[src/rtl/pattern_sel.sv]
// Test-pattern selector: turns debounced button press counters into the active pattern id.
// Requests are latched per frame and applied only on the vsync rising edge; a command press toggles auto-cycle.
module pattern_sel #(
    parameter int unsigned NUM_PAT     = 16,
    parameter int unsigned PAT_W       = 4,
    parameter int unsigned AUTO_FRAMES = 120,
    parameter int unsigned FCNT_W      = 8
) (
    input  logic             iclk,
    input  logic             irst,
    input  logic             ivsync,
    input  logic [7:0]       ibtn0_index,
    input  logic [7:0]       ibtn1_index,
    input  logic [7:0]       ibtn2_index,
    output logic [PAT_W-1:0] opattern_id,
    output logic             oauto_mode,
    output logic             opat_update
);
    typedef enum logic {
        MANUAL = 1'b0,
        AUTO   = 1'b1
    } mode_t;

    localparam logic [PAT_W-1:0]  LAST_PAT = PAT_W'(NUM_PAT - 1);
    localparam logic [FCNT_W-1:0] LAST_FRM = FCNT_W'(AUTO_FRAMES - 1);

    mode_t             r_mode, w_mode_nxt;
    logic [1:0]        r_vs_sr;
    logic [7:0]        r_prev0, r_prev1, r_prev2;
    logic              r_init;
    logic              r_fwd_p, r_bwd_p, r_cmd_p;
    logic [FCNT_W-1:0] r_fcnt, w_fcnt_nxt;
    logic [PAT_W-1:0]  w_id_nxt, w_id_inc, w_id_dec;
    logic              w_vs_rise, w_ev0, w_ev1, w_ev2, w_fwd, w_bwd;

    assign w_vs_rise = (r_vs_sr == 2'b01);
    assign w_ev0     = r_init && (ibtn0_index != r_prev0);
    assign w_ev1     = r_init && (ibtn1_index != r_prev1);
    assign w_ev2     = r_init && (ibtn2_index != r_prev2);
    // Simultaneous forward and backward requests cancel each other.
    assign w_fwd     = r_fwd_p && !r_bwd_p;
    assign w_bwd     = r_bwd_p && !r_fwd_p;
    assign w_id_inc  = (opattern_id == LAST_PAT) ? '0 : opattern_id + 1'b1;
    assign w_id_dec  = (opattern_id == '0) ? LAST_PAT : opattern_id - 1'b1;
    assign oauto_mode = (r_mode == AUTO);

    always_ff @(posedge iclk or negedge irst) begin
        if (!irst) begin
            r_mode <= MANUAL;
        end else begin
            r_mode <= w_mode_nxt;
        end
    end

    always_comb begin
        w_mode_nxt = r_mode;
        w_fcnt_nxt = r_fcnt;
        w_id_nxt   = opattern_id;
        if (w_vs_rise) begin
            if (r_cmd_p) begin
                w_mode_nxt = (r_mode == MANUAL) ? AUTO : MANUAL;
                w_fcnt_nxt = '0;
            end
            if (w_fwd) begin
                w_id_nxt   = w_id_inc;
                w_fcnt_nxt = '0;
            end else if (w_bwd) begin
                w_id_nxt   = w_id_dec;
                w_fcnt_nxt = '0;
            end else if (!r_cmd_p && r_mode == AUTO) begin
                if (r_fcnt == LAST_FRM) begin
                    w_fcnt_nxt = '0;
                    w_id_nxt   = w_id_inc;
                end else begin
                    w_fcnt_nxt = r_fcnt + 1'b1;
                end
            end
        end
    end

    always_ff @(posedge iclk or negedge irst) begin
        if (!irst) begin
            r_vs_sr     <= '0;
            r_prev0     <= '0;
            r_prev1     <= '0;
            r_prev2     <= '0;
            r_init      <= 1'b0;
            r_fwd_p     <= 1'b0;
            r_bwd_p     <= 1'b0;
            r_cmd_p     <= 1'b0;
            r_fcnt      <= '0;
            opattern_id <= '0;
            opat_update <= 1'b0;
        end else begin
            r_vs_sr     <= {r_vs_sr[0], ivsync};
            r_prev0     <= ibtn0_index;
            r_prev1     <= ibtn1_index;
            r_prev2     <= ibtn2_index;
            r_init      <= 1'b1;
            // A press seen on the boundary cycle survives the clear and waits for the next frame.
            r_fwd_p     <= w_ev0 || (r_fwd_p && !w_vs_rise);
            r_bwd_p     <= w_ev1 || (r_bwd_p && !w_vs_rise);
            r_cmd_p     <= w_ev2 || (r_cmd_p && !w_vs_rise);
            r_fcnt      <= w_fcnt_nxt;
            opattern_id <= w_id_nxt;
            opat_update <= (w_id_nxt != opattern_id);
        end
    end
endmodule

[config.mk]
export PLATFORM = sky130hd
export DESIGN_NAME = pattern_sel
export DESIGN_NICKNAME = d
export VERILOG_FILES = /design/src/rtl/pattern_sel.sv
export SDC_FILE = /design/constraint.sdc
export NUM_CORES = 1
export LEC_CHECK = 0
export ABC_AREA = 1
export CAP_MARGIN = 10
export CORE_MARGIN = 2
export CORE_UTILIZATION = 39
export CTS_CLUSTER_DIAMETER = 80
export DETAILED_ROUTE_END_ITERATION = 10
export GPL_ROUTABILITY_DRIVEN = 0
export PLACE_DENSITY_LB_ADDON = 0.12
export SLEW_MARGIN = 20
export SYNTH_ARGS = -nofsm -noshare
export SYNTH_HDL_FRONTEND = slang
export SYNTH_SLANG_ARGS = --single-unit
[constraint.sdc]
create_clock -name iclk -period 1.59 [get_ports iclk]
set_input_delay 0.2385 -clock iclk [delete_from_list [all_inputs] [get_ports iclk]]
set_output_delay 0.2385 -clock iclk [all_outputs]
set_load 0.005 [all_outputs]
==> results of run 1 <==
==> metrics by stage <==
step | instance area, sq um | TNS [ns] | setup slack (ns) | hold WS (ns)
finish | 2880 | 0 | 0.000374 | 0.382
global route | 2880 | -0.156 | -0.0912 | 0.388
CTS | 2770 | 0 | 0.00392 | 0.381
detailed placement | 2670 | 0 | 0.0146 | 0.235
global placement | 2670 | 0 | 0.0268 | 0.231
floorplan | 2160 | 0 | 0.0710 | -0.0571
==> cells by family (layout without fill, tap and decap cells) <==
family	after synthesis	in the layout	synth area share (%)
simple gates	115	115	26.1
fa+ha+maj	3	3	1.74
buf+inv	34	90	6.08
other cells	1	1	0.173
xor+xnor	18	18	7.29
compound gates	29	29	7.70
flops	44	44	50.9
==> layer usage <==
layer | vias to the layer above | part of all wire [%] | track usage [%]
met5 | - | 0 | 0
met4 | 0 | 1.7 | 5.61
met3 | 7 | 3.7 | 3.45
met2 | 32 | 47 | 23.8
met1 | 779 | 48 | 19.7
li1 | 892 | - | -
==> final timing paths <==
kind                                 from              to  cells past startpoint  slack, ns
max                        opattern_id[0]  opattern_id[0]                      2     0.0004
min                            r_vs_sr[0]      r_vs_sr[1]                      0       0.38
max reg2reg                     r_fcnt[0]     opat_update                     12       0.03
min reg2reg                    r_vs_sr[0]      r_vs_sr[1]                      0       0.38
max in group asynchronous            irst  opattern_id[2]                      3       0.92
min in group asynchronous            irst      r_prev2[7]                      3       0.44
==> registers in the layout (all words and copies together), names as in the netlist <==
register / count
oauto_mode: 1
r_fwd_p: 1
r_vs_sr: 2
r_prev2: 8
r_cmd_p: 1
r_fcnt: 8
opat_update: 1
r_bwd_p: 1
r_prev0: 8
r_prev1: 8
opattern_id: 4
r_init: 1
==> final cells by class <==
| class | count | area share (%) |
|---|---|---|
| flip-flops and latches | 44 | 38.4 |
| multi-input cells | 166 | 34.7 |
| repair buffers | 50 | 16.6 |
| inverters | 33 | 4.39 |
| well taps | 72 | 3.13 |
| clock buffers | 5 | 2.39 |
| clock inverters | 2 | 0.435 |
==> timing repair <==
action	CTS	global route
endpoints found under the setup margin	2	10
setup buffers	0	4
endpoints found under the hold margin	44	0
pin swaps	1	11
hold buffers	1	0
gates resized for setup	1	27
==> critical path: stages, from the launching register on <==
cell,delay [ns]
sky130_fd_sc_hd__dfrtp_1,0.43
sky130_fd_sc_hd__buf_4,0.15
sky130_fd_sc_hd__clkdlybuf4s50_1,0.49
==> report_power, final <==
part / switching (mW) / total, mW / internal (mW)
Sequential: 0.0864 / 1.30 / 1.22
Combinational: 0.416 / 0.863 / 0.446
Clock: 0.355 / 0.653 / 0.297
==> placed cells by master, fill, tap and decap left out, drive strengths merged, types with 2 or more instances in the layout <==
master,instances
dlymetal6s2s,2
nand4,7
dfrtp,44
clkbuf,5
clkdlybuf4s50,29
ha,3
o21ai,15
nand2,60
a31oi,2
buf,18
o31ai,2
or2,4
inv,33
a21oi,6
nor2,23
xnor2,17
nand3,19
==> flow_summary.rst, run 1 <==
.. list-table::
   :header-rows: 1

   * - Metric
     - Value
   * - Total number of H-tree levels
     - 2
   * - Fraction of post-synthesis cell area in the top cell type by area
     - 50.9%
   * - Total I/O pin count
     - 33
   * - Pin count of the biggest net entering global routing
     - 45
   * - Maximum fanout along the worst path
     - 4
   * - Number of max-slew violations in the final report
     - 0
   * - Die Y-Extent
     - slightly below 80 um
   * - Part of the Yosys area used for sequential elements
     - 50.9%
   * - Clock tree from TritonCTS
     - built
   * - Antenna violations before repair
     - 0
   * - Register area
     - approximately 1100 sq um
   * - Arr. time, crit path
     - between 1 and 1.5 ns
   * - Fill cell count
     - about 520
   * - DR DRC count
     - 0
   * - Number of optimization iterations in the first detailed-route pass
     - 4
   * - Synthesized area divided by synthesized cell count
     - 8.86 sq um
   * - Worst Setup Path Type
     - register to primary output
   * - Root Buffer
     - sky130_fd_sc_hd__clkbuf_8
   * - Post-route clock skew
     - about 0.0046 ns
   * - Reported max-cap violation count
     - 0
   * - Sort of element at the start of the critical path
     - register
   * - Overall fraction of global-route tracks in use
     - 14.9%
   * - Full die area
     - between 6000 and 7000 sq um
   * - Ranking of synthesized cells by area
     - sky130_fd_sc_hd__dfrtp_1, sky130_fd_sc_hd__nand2_1, sky130_fd_sc_hd__xnor2_1
   * - Run status
     - finished, final reports clean
   * - Placeable Area
     - ~5400 sq um
   * - Clk slew on worst S/H paths
     - 0.08 ns
   * - Final core utilization
     - 52.9%
   * - Die X
     - roughly 78 um
   * - CP Data Required Time
     - 1.35 ns
   * - CTS buffer count
     - 5
   * - Unique masters post-synth
     - 31
   * - DRT Wirelength
     - between 3000 and 4000 um
   * - RSZ-0062 raised after global routing
     - yes
   * - Maximum resistive drop on vdd
     - a little under 0.0005 V
   * - Seq cells post-synth
     - 44
   * - Most frequently used cell type in the post-synthesis netlist
     - sky130_fd_sc_hd__nand2_1
   * - Detailed-route wire length per cell
     - about 11 um
   * - Final standard cell count with taps included and fillers excluded
     - 372
   * - Nets
     - 330
   * - Later-pin clock latency in the skew report
     - around 0.29 ns
   * - Maximum buffer depth of the clock tree
     - 2
   * - Largest area contributor in the netlist
     - sky130_fd_sc_hd__dfrtp_1
   * - Multi-input combinational cell area
     - 997 sq um
   * - Setup violations, final
     - 0
   * - Global-route wire length before repair
     - approximately 7200 um
   * - CTS Sinks
     - between 40 and 50
   * - LEAKAGE
     - 1.31 nW
   * - Syn Nets
     - about 270
   * - EDFF count, synth
     - 0
   * - Yosys warning count
     - 0
   * - Port Buf Inserts
     - 32
   * - Number of global-route vias before repair
     - roughly 1700
   * - Starting utilization of the core area
     - 39.8%
   * - Critical Path Sink Type
     - primary output
   * - Most frequently used flop master after synthesis
     - sky130_fd_sc_hd__dfrtp_1
   * - Crit share post-route
     - between 90% and 100%
   * - Violation count after the first detailed-routing iteration
     - 70
   * - Maximum clock frequency
     - approximately 0.63 GHz
   * - Std cell rows
     - 27
   * - Vias/cell
     - about 4.6
   * - Diode count
     - 0
   * - Tot Pwr
     - roughly 2.8 mW
   * - Residual overflow from global routing
     - 0
   * - Synth Cell Area
     - approximately 2200 sq um
   * - Placed Instances
     - 360
   * - Number of hold violations in the final report
     - 0
   * - Kind of path behind the tightest hold check
     - register to register
   * - Post-Syn Instances
     - 244
   * - Detail Placement HPWL
     - ~3100 um
   * - Most frequent cells after synthesis
     - sky130_fd_sc_hd__nand2_1, sky130_fd_sc_hd__dfrtp_1, sky130_fd_sc_hd__inv_1, sky130_fd_sc_hd__xnor2_1
   * - Share of cells above drive strength 1
     - between 20% and 30%
   * - Total via count after detailed routing
     - roughly 1700
   * - Power per Cell Area
     - approximately 1000 nW/um^2
   * - Crit path time final
     - between 1.5 and 2 ns
   * - Antenna violation net count after detailed routing
     - 0
   * - Share of synthesized registers carrying an async set or reset
     - 100%
   * - Area growth from synthesis to final layout
     - 33.0%
(Power assumes the default switching activity.)
==> run 2, diff against run 1 <==
--- a/config.mk
+++ b/config.mk
@@ -13,6 +13,7 @@
 export DETAILED_ROUTE_END_ITERATION = 10
 export GPL_ROUTABILITY_DRIVEN = 0
 export PLACE_DENSITY_LB_ADDON = 0.12
+export SETUP_SLACK_MARGIN = 0.1
 export SLEW_MARGIN = 20
 export SYNTH_ARGS = -nofsm -noshare
 export SYNTH_HDL_FRONTEND = slang
==> run 2 against run 1 <==
  * Critical path depth grew 10
  * Count of clock-buffer cells in the layout rose by 2
  * Largest power group unchanged
  * Sequential power about the same
  * Via count grew 5.1%
  * Critical path type is now register to register
  * Sequential share of layout area shrank 1.9 points
  * Maximum frequency increased by 0.60%
  * Die area stayed put
  * Clock power up 41%
  * Combinational power rose by 13%
  * Clock skew rose by 0.0014 ns
  * Design area rose by 5.3%
==> flow_summary.rst, run 2 (synthesized netlist as in run 1, its figures left out) <==
.. list-table::
   :header-rows: 1

   * - Metric
     - Value
   * - Detailed-route wire length per cell
     - 11.5 um (+7.7%)
   * - Dominant delay contributor by cell family on the critical path
     - simple AND/OR/NAND/NOR gates
   * - Delay of the slowest cell on the worst path
     - 0.36 ns (-0.13 ns)
   * - Violation count after the first detailed-routing iteration
     - 128 (+83%)
   * - Logic pwr share
     - 30.6% (about the same)
   * - Cell-internal power
     - 2.26 mW (+15%)
   * - Nets
     - 333 (+0.91%)
   * - Number of hold violations in the final report
     - 0 (unchanged)
   * - Pin count of the biggest net entering global routing
     - 45 (unchanged)
   * - Met3 GRT Util
     - 3.10% (-0.34 points)
   * - Cell with the largest stage delay on the worst path
     - sky130_fd_sc_hd__dfrtp_1
   * - R2R setup slack
     - 0.01 ns (-0.02 ns)
   * - Crit path time final
     - 1.58 ns (-0.00952 ns)
   * - Reported max-cap violation count
     - 0 (unchanged)
   * - Setup violations, final
     - 0 (unchanged)
   * - Area growth from synthesis to final layout
     - 40.1%
   * - Diode count
     - 0 (unchanged)
   * - Total via count after detailed routing
     - 1797 (+5.1%)
   * - Placed Instances
     - 358 (-0.56%)
   * - Die Y-Extent
     - 78.5 um (unchanged)
   * - Worst hold slack
     - 0.379 ns (-0.00305 ns)
   * - Number of global-route vias before repair
     - 1760 (+4.5%)
   * - Worst Setup Path Type
     - register to register
   * - RSZ-0062 raised after global routing
     - yes
   * - Total I/O pin count
     - 33 (unchanged)
   * - Port Buf Inserts
     - 32 (unchanged)
   * - CTS Sinks
     - 44 (unchanged)
   * - Number of max-slew violations in the final report
     - 0 (unchanged)
   * - Later-pin clock latency in the skew report
     - 0.29 ns (about the same)
   * - Number of cells on the worst reg-to-reg path
     - 12 (unchanged)
   * - DRT Wirelength
     - 4340 um (+8.9%)
   * - Post-route clock skew
     - 0.00599 ns (+0.00144 ns)
   * - Maximum clock frequency
     - 0.633 GHz (+0.60%)
   * - Global-route wire length before repair
     - 7450 um (+3.2%)
   * - Kind of path behind the tightest hold check
     - register to register
   * - Detail Placement HPWL
     - 3050 um (-1.8%)
   * - Top library cells by usage in the layout, fill and taps aside
     - sky130_fd_sc_hd__nand2_1, sky130_fd_sc_hd__dfrtp_1, sky130_fd_sc_hd__clkdlybuf4s50_1, sky130_fd_sc_hd__inv_1, sky130_fd_sc_hd__xnor2_1
   * - Clk slew on worst S/H paths
     - 0.08 ns (about the same)
   * - CTS buffer count
     - 5 (unchanged)
   * - Root Buffer
     - sky130_fd_sc_hd__clkbuf_8
   * - Number of stages on the worst setup path
     - 12 (+10)
   * - Antenna violations before repair
     - 0 (unchanged)
   * - Maximum resistive drop on vdd
     - 0.000645 V (+30%)
   * - Power per Cell Area
     - 1050 nW/um^2 (+7.5%)
   * - Vias/cell
     - 4.78 (+4.0%)
   * - Setup Total Neg Slack
     - 0 ns (unchanged)
   * - Critical Path, Cell by Cell
     - ha_2, nand2_2, nor2_4, nand2_2, nor2_1, nand2_1, nand3_1, nand2_2, nand3_1, nand2_1, nor2_1, nand2_1
   * - Count of buffering cells on the critical path with inverters included
     - 0 (-2)
   * - Most used routing layer
     - met2
   * - Run status
     - finished, final reports clean
   * - Overall fraction of global-route tracks in use
     - 15.2% (+0.28 points)
   * - Starting utilization of the core area
     - 39.8% (unchanged)
   * - Full die area
     - 6160 sq um (unchanged)
   * - CP Data Required Time
     - 1.77 ns (+0.42 ns)
   * - Met2 track demand over resource in global routing
     - 25.4% (+1.6 points)
   * - Maximum fanout along the worst path
     - 4 (unchanged)
   * - Net Sw Frac
     - 29.3% (-1.2 points)
   * - DR DRC count
     - 0 (unchanged)
   * - Crit share post-route
     - 99.4% (-0.60 points)
   * - Die X
     - 78.5 um (unchanged)
   * - Std cell rows
     - 27 (unchanged)
   * - Total number of H-tree levels
     - 2 (unchanged)
   * - Most common cell after layout, fill and taps aside
     - sky130_fd_sc_hd__nand2_1
   * - Arr. time, crit path
     - 1.76 ns (+0.41 ns)
   * - Cell count of the worst hold path
     - 0 (unchanged)
   * - Placeable Area
     - 5440 sq um (unchanged)
   * - Sort of element at the start of the critical path
     - register
   * - Residual overflow from global routing
     - 0 (unchanged)
   * - Met1 routing resource usage after global routing
     - 19.4% (-0.34 points)
   * - Flop pwr share
     - 40.6% (-5.6 points)
   * - Number of optimization iterations in the first detailed-route pass
     - 4 (unchanged)
   * - P_sw
     - 934 uW (+8.9%)
   * - Clock tree from TritonCTS
     - built
   * - Maximum buffer depth of the clock tree
     - 2 (unchanged)
   * - LEAKAGE
     - 1.38 nW (+4.7%)
   * - Critical Path Sink Type
     - register
   * - Share of cells above drive strength 1
     - 28.6% (+6.0 points)
   * - Final standard cell count with taps included and fillers excluded
     - 376 (+1.1%)
   * - Clock share of power
     - 28.8% (+5.7 points)
   * - Antenna violation net count after detailed routing
     - 0 (unchanged)
-- run 2: per-stage QoR --
step | cell area [sq um] | util, % | worst slack (ns) | power, mW
CTS | 2850 | 52.3 | 0.00796 | 3.07
finish | 3030 | 55.7 | 0.00989 | 3.19
floorplan | 2160 | - | 0.111 | 1.70
global route | 3030 | 55.7 | -0.0872 | 3.39
global placement | 2660 | 48.9 | -0.00388 | 2.08
detailed placement | 2660 | 48.9 | 0.00235 | 2.09
-- run 2: layout make-up --
cell class / count / area, sq um
clock buffer: 7 / 96.3
clock inverter: 1 / 30.0
fill: 521 / 2410
inverter: 33 / 126
multi-input combinational: 166 / 1080
sequential: 44 / 1110
tap: 72 / 90.1
timing repair buffer: 53 / 499
-- run 2: repair_timing --
| action | CTS | global route |
|---|---|---|
| pin swaps | 2 | 12 |
| hold endpoints to repair | 44 | 0 |
| endpoints found under the setup margin | 8 | 13 |
| hold buffers | 1 | 0 |
| resized for setup | 10 | 45 |
| setup buffers | 5 | 4 |
-- run 2: path summary, 6_finish.rpt --
kind / start / endpoint
worst max-delay path: r_fcnt[1] / opat_update
worst min-delay path: r_vs_sr[0] / r_vs_sr[1]
worst max register to register: r_fcnt[1] / opat_update
worst min register to register: r_vs_sr[0] / r_vs_sr[1]
max in group asynchronous: irst / opattern_id[2]
min in group asynchronous: irst / r_prev2[7]
-- run 2: metal layers --
metal  routed length, um  vias up  share of wire (%)
li1                    -      906                  -
met1                2000      843                 46
met2                2090       42                 48
met3                 183        6                4.2
met4                  68        0                1.6
met5                   0        -                  0
-- run 2: power groups by stage --
stage / logic (mW) / registers, mW / clock network [mW]
after floorplan: 0.380 / 1.32 / 0
after global placement: 0.763 / 1.32 / 0
after detailed placement: 0.768 / 1.32 / 0
after CTS: 0.823 / 1.29 / 0.959
after global routing: 1.08 / 1.31 / 1.01
final: 0.977 / 1.30 / 0.919
